[src/rtl/rca_pkg.sv]
// rtl/rca_pkg.sv - shared constants and helpers for multi-cycle arithmetic blocks
package rca_pkg;

  typedef logic [1:0] state_t;

  localparam state_t IDLE = 2'd0;
  localparam state_t RUN  = 2'd1;
  localparam state_t DONE = 2'd2;

  // Ceiling log2; returns 0 for v <= 1, callers clamp to a usable width.
  function automatic int clog2(input int v);
    int r;
    r = 0;
    for (int i = 1; i < v; i = i * 2) r++;
    return r;
  endfunction

endpackage

[src/rtl/rca_chunk.sv]
// rtl/rca_chunk.sv - combinational CHUNK-bit ripple-carry slice of full-adder cells
module rca_chunk #(
  parameter int CHUNK = 4
) (
  input  logic [CHUNK-1:0] a,
  input  logic [CHUNK-1:0] b,
  input  logic             cin,
  output logic [CHUNK-1:0] sum,
  output logic             cout
);

  logic [CHUNK:0] c;

  assign c[0] = cin;

  for (genvar i = 0; i < CHUNK; i++) begin : g_fa
    assign sum[i]  = a[i] ^ b[i] ^ c[i];
    assign c[i+1]  = (a[i] & b[i]) | (c[i] & (a[i] ^ b[i]));
  end

  assign cout = c[CHUNK];

endmodule

[src/rtl/rca_chunked_adder.sv]
// rtl/rca_chunked_adder.sv - WIDTH-bit adder computed CHUNK bits per cycle through one slice
module rca_chunked_adder #(
  parameter int WIDTH = 16,
  parameter int CHUNK = 4
) (
  input  logic             clk,
  input  logic             rst,
  input  logic             start,
  input  logic [WIDTH-1:0] a,
  input  logic [WIDTH-1:0] b,
  input  logic             cin,
  output logic             ready,
  output logic             done,
  output logic [WIDTH-1:0] sum,
  output logic             cout,
  output logic             overflow
);

  import rca_pkg::*;

  localparam int NCHUNK = WIDTH / CHUNK;
  localparam int CW     = (clog2(NCHUNK) < 1) ? 1 : clog2(NCHUNK);
  localparam logic [CW-1:0] LAST = CW'(NCHUNK - 1);

  state_t           state;
  state_t           state_nx;
  logic [WIDTH-1:0] a_sr;
  logic [WIDTH-1:0] b_sr;
  logic [WIDTH-1:0] s_sr;
  logic             carry;
  logic [CW-1:0]    cnt;
  logic             a_msb;
  logic             b_msb;
  logic [CHUNK-1:0] c_sum;
  logic             c_cout;
  logic [WIDTH-1:0] s_nx;
  logic             accept;
  logic             last;

  // The single arithmetic slice, fed by the low chunk of the operand shifters.
  rca_chunk #(.CHUNK(CHUNK)) u_chunk (
    .a    (a_sr[CHUNK-1:0]),
    .b    (b_sr[CHUNK-1:0]),
    .cin  (carry),
    .sum  (c_sum),
    .cout (c_cout)
  );

  // New chunk enters at the top so that after NCHUNK shifts chunk 0 sits at the bottom.
  assign s_nx   = (s_sr >> CHUNK) | (WIDTH'(c_sum) << (WIDTH - CHUNK));
  assign accept = start && (state != RUN);
  assign last   = (cnt == LAST);

  // State register.
  always_ff @(posedge clk) begin
    if (rst) state <= IDLE;
    else     state <= state_nx;
  end

  // Next-state logic; DONE with start goes straight back to RUN.
  always_comb begin
    state_nx = state;
    case (state)
      IDLE:    state_nx = start ? RUN : IDLE;
      RUN:     state_nx = last ? DONE : RUN;
      DONE:    state_nx = start ? RUN : IDLE;
      default: state_nx = IDLE;
    endcase
  end

  // Handshake outputs decoded from state.
  always_comb begin
    ready = 1'b0;
    done  = 1'b0;
    ready = (state != RUN);
    done  = (state == DONE);
  end

  // Operand shifters, carry register and chunk counter.
  always_ff @(posedge clk) begin
    if (rst) begin
      a_sr  <= '0;
      b_sr  <= '0;
      s_sr  <= '0;
      carry <= 1'b0;
      cnt   <= '0;
      a_msb <= 1'b0;
      b_msb <= 1'b0;
    end else if (accept) begin
      a_sr  <= a;
      b_sr  <= b;
      s_sr  <= '0;
      carry <= cin;
      cnt   <= '0;
      a_msb <= a[WIDTH-1];
      b_msb <= b[WIDTH-1];
    end else if (state == RUN) begin
      a_sr  <= a_sr >> CHUNK;
      b_sr  <= b_sr >> CHUNK;
      s_sr  <= s_nx;
      carry <= c_cout;
      cnt   <= cnt + CW'(1);
    end
  end

  // Result registers, written only on the edge that enters DONE.
  always_ff @(posedge clk) begin
    if (rst) begin
      sum      <= '0;
      cout     <= 1'b0;
      overflow <= 1'b0;
    end else if (state == RUN && last) begin
      sum      <= s_nx;
      cout     <= c_cout;
      overflow <= a_msb ^ b_msb ^ s_nx[WIDTH-1] ^ c_cout;
    end
  end

endmodule
[config.mk]
export PLATFORM = sky130hd
export DESIGN_NAME = rca_chunked_adder
export DESIGN_NICKNAME = d
export VERILOG_FILES = /design/src/rtl/rca_pkg.sv /design/src/rtl/rca_chunk.sv /design/src/rtl/rca_chunked_adder.sv
export SDC_FILE = /design/constraint.sdc
export NUM_CORES = 1
export LEC_CHECK = 0
export CORE_ASPECT_RATIO = 0.5
export CORE_MARGIN = 2
export CORE_UTILIZATION = 56
export CTS_CLUSTER_SIZE = 8
export DETAILED_ROUTE_END_ITERATION = 6
export PLACE_DENSITY_LB_ADDON = 0.12
export SYNTH_ARGS = -nofsm -noshare
export SYNTH_HDL_FRONTEND = slang
export SYNTH_HIERARCHICAL = 1
export SYNTH_SLANG_ARGS = --single-unit
[constraint.sdc]
create_clock -name clk -period 7.95 [get_ports clk]
set_clock_uncertainty 0.2 [all_clocks]
set_input_delay 1.1925 -clock clk [delete_from_list [all_inputs] [get_ports clk]]
set_output_delay 1.1925 -clock clk [all_outputs]
set_load 0.1 [all_outputs]
==> results.ini <==
[synth]
synthTopCellsByArea = dfxtp_1, mux2i_1, a211oi_2, nand2_1, nor2_1
synth.largest_area_cell = dfxtp_1
synth.cell_area_sq_um = 2998
synth_warnings = 6
syn-instance-count = 313
avgSynthCellArea_sq_um = 9.578
ys_seq_area_frac = 0.4608
synth_top_area_share = 0.4608
syn-num-nets = 354
synth-seq-cells = 69
synth.distinct_cells = 27

[cells_and_area]
area_delta_synth_final_pct = 22.75
diodes = 0
mostFrequentLayoutCell = dfxtp_1
drive_above_1_share = 0.1547
layout_common_cells = dfxtp_1, nand2_1, clkdlybuf4s50_1
nNetsFinal = 398
final_cell_area_sq_um = 3680

[routing]
drt_iter0_drc = 79
wl_um = 5379
routedWlPerCell_um = 12.45
postRouteAntennaNets = 0
drc = 0
via_per_inst = 5.025
num_vias = 2171
drt_pre_antenna_iters = 4

[global_routing]
use_met1 = 0.2318
grt_use_met3 = 0.06674
grt_use_total = 0.1936
antenna_found_initial = 0
grt_pass1_wl_um = 9135
grt_pass1_vias = 2047
grt-busiest-layer = met2
grt_start_max_net_pins = 69
overflow = 0
use_met2 = 0.3273

[timing]
hold_violations = 0
rsz0062_at_grt = no
relSlewSlack = 0.3131
setup-violations-final = 0
finalMaxSlewViolations = 0
fin_crit_sh = 0.5465
setup_tns_ns = 0
worst_pin_slew_ns = 1.030
fmax_mhz = 230.2
min_period_ns = 4.345

[die]
chipWidth_um = 107.5
coreArea_sq_um = 5045
io_pins = 56
die_h_um = 55.74
die_area_sq_um = 5990
rows = 18
start_util = 0.5942

[critical_path]
setup.worst_path.start = state[0]
reg2reg_slack_ns = 5.18
cp-end-kind = primary output
reg2regPathDepth = 11
arrival_ns = 2.95
path_max_fanout = 68
crit_type = reg2out
r2r-end = overflow
required_ns = 6.56
startpoint_type = register
endpoint = ready
timing.rr.start = a_sr[0]

[clock_tree]
cts_buffers = 9
h-tree-depth = 3
cts_tree = done
clock_latency_ns = 0.35
ctsHoldBuffers = 0
cts_setup_buffers = 0
numClockSinks = 69
clockBufferDepth = 2
clkTransAtPathRegs_ns = 0.08
cts-root-buf = clkbuf_8
ctsResizeCount = 0

[pwr]
ir_drop_uv = 154.0
total_leakage_power_nw = 1.392
power.density_nw_per_um2 = 204.1

[place]
dp_hpwl_um = 3585
io_buffers = 55
gp_congestion = 0.7656
place_area_sq_um = 3482

[outcome]
outcome = completed

[run]
drv_cap = 0

[hold_path]
min_path_type = reg2reg

-- metal layers --
layer | up-vias | routed length [um]
li1 | 1131 | -
met1 | 992 | 2520
met2 | 41 | 2533
met3 | 7 | 259
met4 | 0 | 66
met5 | - | 0
-- power breakdown --
group,total [W],leakage (nW),internal [W],switching (W)
clock network,0.000282,0.0996,0.000146,0.000136
registers,0.000371,0.564,0.000362,0.00000952
logic,0.0000981,0.728,0.0000455,0.0000526
-- registers in the layout, summed over array words and instances, names as in the netlist --
signal / cells
a_msb: 1
overflow: 1
s_sr: 12
sum: 16
state: 2
cout: 1
b_sr: 16
cnt: 2
a_sr: 16
b_msb: 1
carry: 1
-- kinds of logic after synthesis --
logic type / synth area share
compound gates: 0.1774
mux: 0.1135
simple gates: 0.1394
xor+xnor: 0.01168
flops: 0.4608
buf+inv: 0.06636
fa+ha+maj: 0.03089
-- synth_stat cells --
cell type	n
a211oi_1	1
a21oi_2	9
nor2b_1	1
nor2_2	1
a21o_1	1
a211oi_2	25
nand3_1	2
buf_1	1
nor2_1	37
and3b_1	1
dfxtp_1	69
buf_4	2
nand2b_1	1
inv_1	11
fa_1	4
nand3b_1	1
clkbuf_1	4
o21ai_0	2
buf_2	10
xnor2_1	4
nand2_1	60
mux2i_1	34
nor2b_2	1
ha_1	1
a21oi_1	23
inv_4	1
buf_6	6
-- worst min-delay path by stage --
stage	startpoint	to	cells after the start
2_1_floorplan	s_sr[4]	sum[0]	2
3_3_place_gp	sum[2]	sum[2]	2
3_5_place_dp	s_sr[6]	sum[2]	2
4_1_cts	s_sr[6]	sum[2]	2
5_1_grt	sum[11]	sum[11]	2
6_report	sum[11]	sum[11]	2
-- through the flow --
| stage | utilization | cells | total power (W) | hold slack (ns) | setup slack [ns] |
|---|---|---|---|---|---|
| 2_1_floorplan | - | 313 | 0.0004517 | 0.2322 | 4.834 |
| 3_3_place_gp | 0.6902 | 416 | 0.0004746 | 0.2416 | 4.064 |
| 3_5_place_dp | 0.6902 | 416 | 0.0004777 | 0.2461 | 3.994 |
| 4_1_cts | 0.7294 | 432 | 0.0007599 | 0.2574 | 3.587 |
| 5_1_grt | 0.7294 | 432 | 0.0007843 | 0.2748 | 3.419 |
| 6_report | 0.7294 | 432 | 0.0007511 | 0.2536 | 3.605 |
-- final cells by class --
| type | count | area, sq um |
|---|---|---|
| clock buffer | 9 | 123.9 |
| tap | 70 | 87.58 |
| multi-input combinational | 209 | 1418 |
| sequential | 69 | 1381 |
| inverter | 12 | 47.55 |
| fill | 410 | 1365 |
| timing repair buffer | 56 | 548.0 |
| clock inverter | 7 | 73.82 |
-- critical path, cell delays in order (launching register included) --
cell and delay, ns:
dfxtp_1 0.40, nor2b_2 0.62, inv_4 0.46, clkdlybuf4s50_1 1.10
(Power assumes the default switching activity.)
==> RTL change (same flow settings) <==
Make the reset (`rst`) asynchronous in 3 clocked blocks.
--- a/src/rtl/rca_chunked_adder.sv
+++ b/src/rtl/rca_chunked_adder.sv
@@ -53,5 +53,5 @@
 
   // State register.
-  always_ff @(posedge clk) begin
+  always_ff @(posedge clk or posedge rst) begin
     if (rst) state <= IDLE;
     else     state <= state_nx;
@@ -78,5 +78,5 @@
 
   // Operand shifters, carry register and chunk counter.
-  always_ff @(posedge clk) begin
+  always_ff @(posedge clk or posedge rst) begin
     if (rst) begin
       a_sr  <= '0;
@@ -105,5 +105,5 @@
 
   // Result registers, written only on the edge that enters DONE.
-  always_ff @(posedge clk) begin
+  always_ff @(posedge clk or posedge rst) begin
     if (rst) begin
       sum      <= '0;
Function: differs if rst is asserted again (counterexample within 4 cycles, from zero or initial values and one cycle with rst high); with rst held inactive, the same outputs for 10 cycles.
==> RTL change against the unedited design <==
Utilization is 1.7 points lower; first-iteration DRC count is 42% lower; highest routed layer unchanged; worst setup slack better by 0.43 ns; largest cell class is now sequential cells; wire length is 1.6% lower; synthesized area is 3.4% higher; sequential cell count stayed put; final area is 5.0% higher.
Power is not compared: it rests on default switching activity, and its combinational part moved more than twofold at a synthesized area within 25%.
==> RTL change: results (changes against the unedited design) <==
| Metric | Value |
|---|---|
| Outcome | `complete, no violations (unchanged)` |
| Min-delay src | `b_sr[15]$_DFFE_PP0P_ (was sum[11]$_SDFFE_PP0P_)` |
| Ys async rst share | `100% (was 0%)` |
| Post-Synth XOR/XNOR Area | `0.848% (was 1.17%)` |
| Placed instance count | `380 (was 416)` |
| Gpl congestion | `0.709 (was 0.766)` |
| CP arrival | `2.52 ns (was 2.95 ns)` |
| Largest net degree at the start of global routing | `88 (was 69)` |
| F_max | `0.256 GHz (was 0.230 GHz)` |
| DR vias | `1946 (was 2171)` |
| Post-route insts no fill | `396 (was 432)` |
| Worst reg2reg endpoint | `overflow$_DFFE_PP0P_ (was overflow$_SDFFE_PP0P_)` |
| Number of distinct library cells after synthesis | `22 (was 27)` |
| Worst Path Max Fanout | `87 (was 68)` |
| Post-Syn Nets | `308 (was 354)` |
| Layout cells sized above 1 | `13.6% (was 15.5%)` |
| Post-Synthesis Cells | `267 (was 313)` |
| Top cells by area, synth | `dfrtp_1, mux2i_1, mux2_2, o21ai_0, nand2_1 (was dfxtp_1, mux2i_1, a211oi_2, nand2_1, nor2_1)` |
| Slew headroom | `35.0% (was 31.3%)` |
| Hold Slack | `0.278 ns (was 0.254 ns)` |
| Clock latency on the worst-skew pair | `0.33 ns (was 0.35 ns)` |
| Slowest Stage Delay on Critical Path | `0.99 ns (was 1.10 ns)` |
| Worst slack, placed | `4.40 ns (was 3.99 ns)` |
| Nets | `359 (was 398)` |
| WL per Instance | `13.4 um (was 12.5 um)` |
| Launching point of the worst reg2reg path | `a_sr[0]$_DFFE_PP0P_ (was a_sr[0]$_SDFFE_PP0P_)` |
| Synth Area in Compound Gates | `6.30% (was 17.7%)` |
| First-pass GRT wire length | `9180 um (was 9140 um)` |
| Register area share after synthesis | `55.7% (was 46.1%)` |
| Worst Setup SP | `state[1]$_DFF_PP0_ (was state[0]$_SDFF_PP0_)` |
| R2R Setup Slk | `5.18 ns (about the same)` |
| Hold Path End | `b_sr[11]$_DFFE_PP0P_ (was sum[11]$_SDFFE_PP0P_)` |
| Commonest cells in the netlist | `dfrtp_1, nand2_1, o21ai_0 (was dfxtp_1, nand2_1, nor2_1)` |
| Drt initial violations | `46 (was 79)` |
| Adder-Cell Fraction of Synth Area | `2.99% (was 3.09%)` |
| Number of global-route vias before repair | `2057 (was 2047)` |
| Post-synthesis mux area share | `18.4% (was 11.4%)` |
==> RTL change: cell types whose count changed after synthesis, moves of 23 or more <==
cell	delta
a211oi_2	-25
a21oi_1	-23
dfrtp_1	+69
dfxtp_1	-69
nor2_1	-27
o21ai_0	+36
==> RTL change: cell type report <==
type / count / area, um2
Fill cell: 422 / 1560
Timing Repair Buffer: 58 / 568
Sequential cell: 69 / 1730
Inverter: 13 / 48.8
Clock inverter: 6 / 109
Multi-Input combinational cell: 167 / 1180
Clock buffer: 10 / 138
Tap cell: 73 / 91.3
==> RTL change: cells by family after synthesis <==
group	Yosys count
compound gates	39
buf+inv	31
simple gates	66
flops	69
xor+xnor	3
mux	54
fa+ha+maj	5
==> RTL change: per-layer routing <==
| metal | routed length, um | track usage (%) | vias up |
|---|---|---|---|
| li1 | - | - | 980 |
| met1 | 2490 | 24.3 | 923 |
| met2 | 2540 | 33.2 | 38 |
| met3 | 223 | 6.39 | 5 |
| met4 | 40 | 5.97 | 0 |
| met5 | 0 | 0 | - |
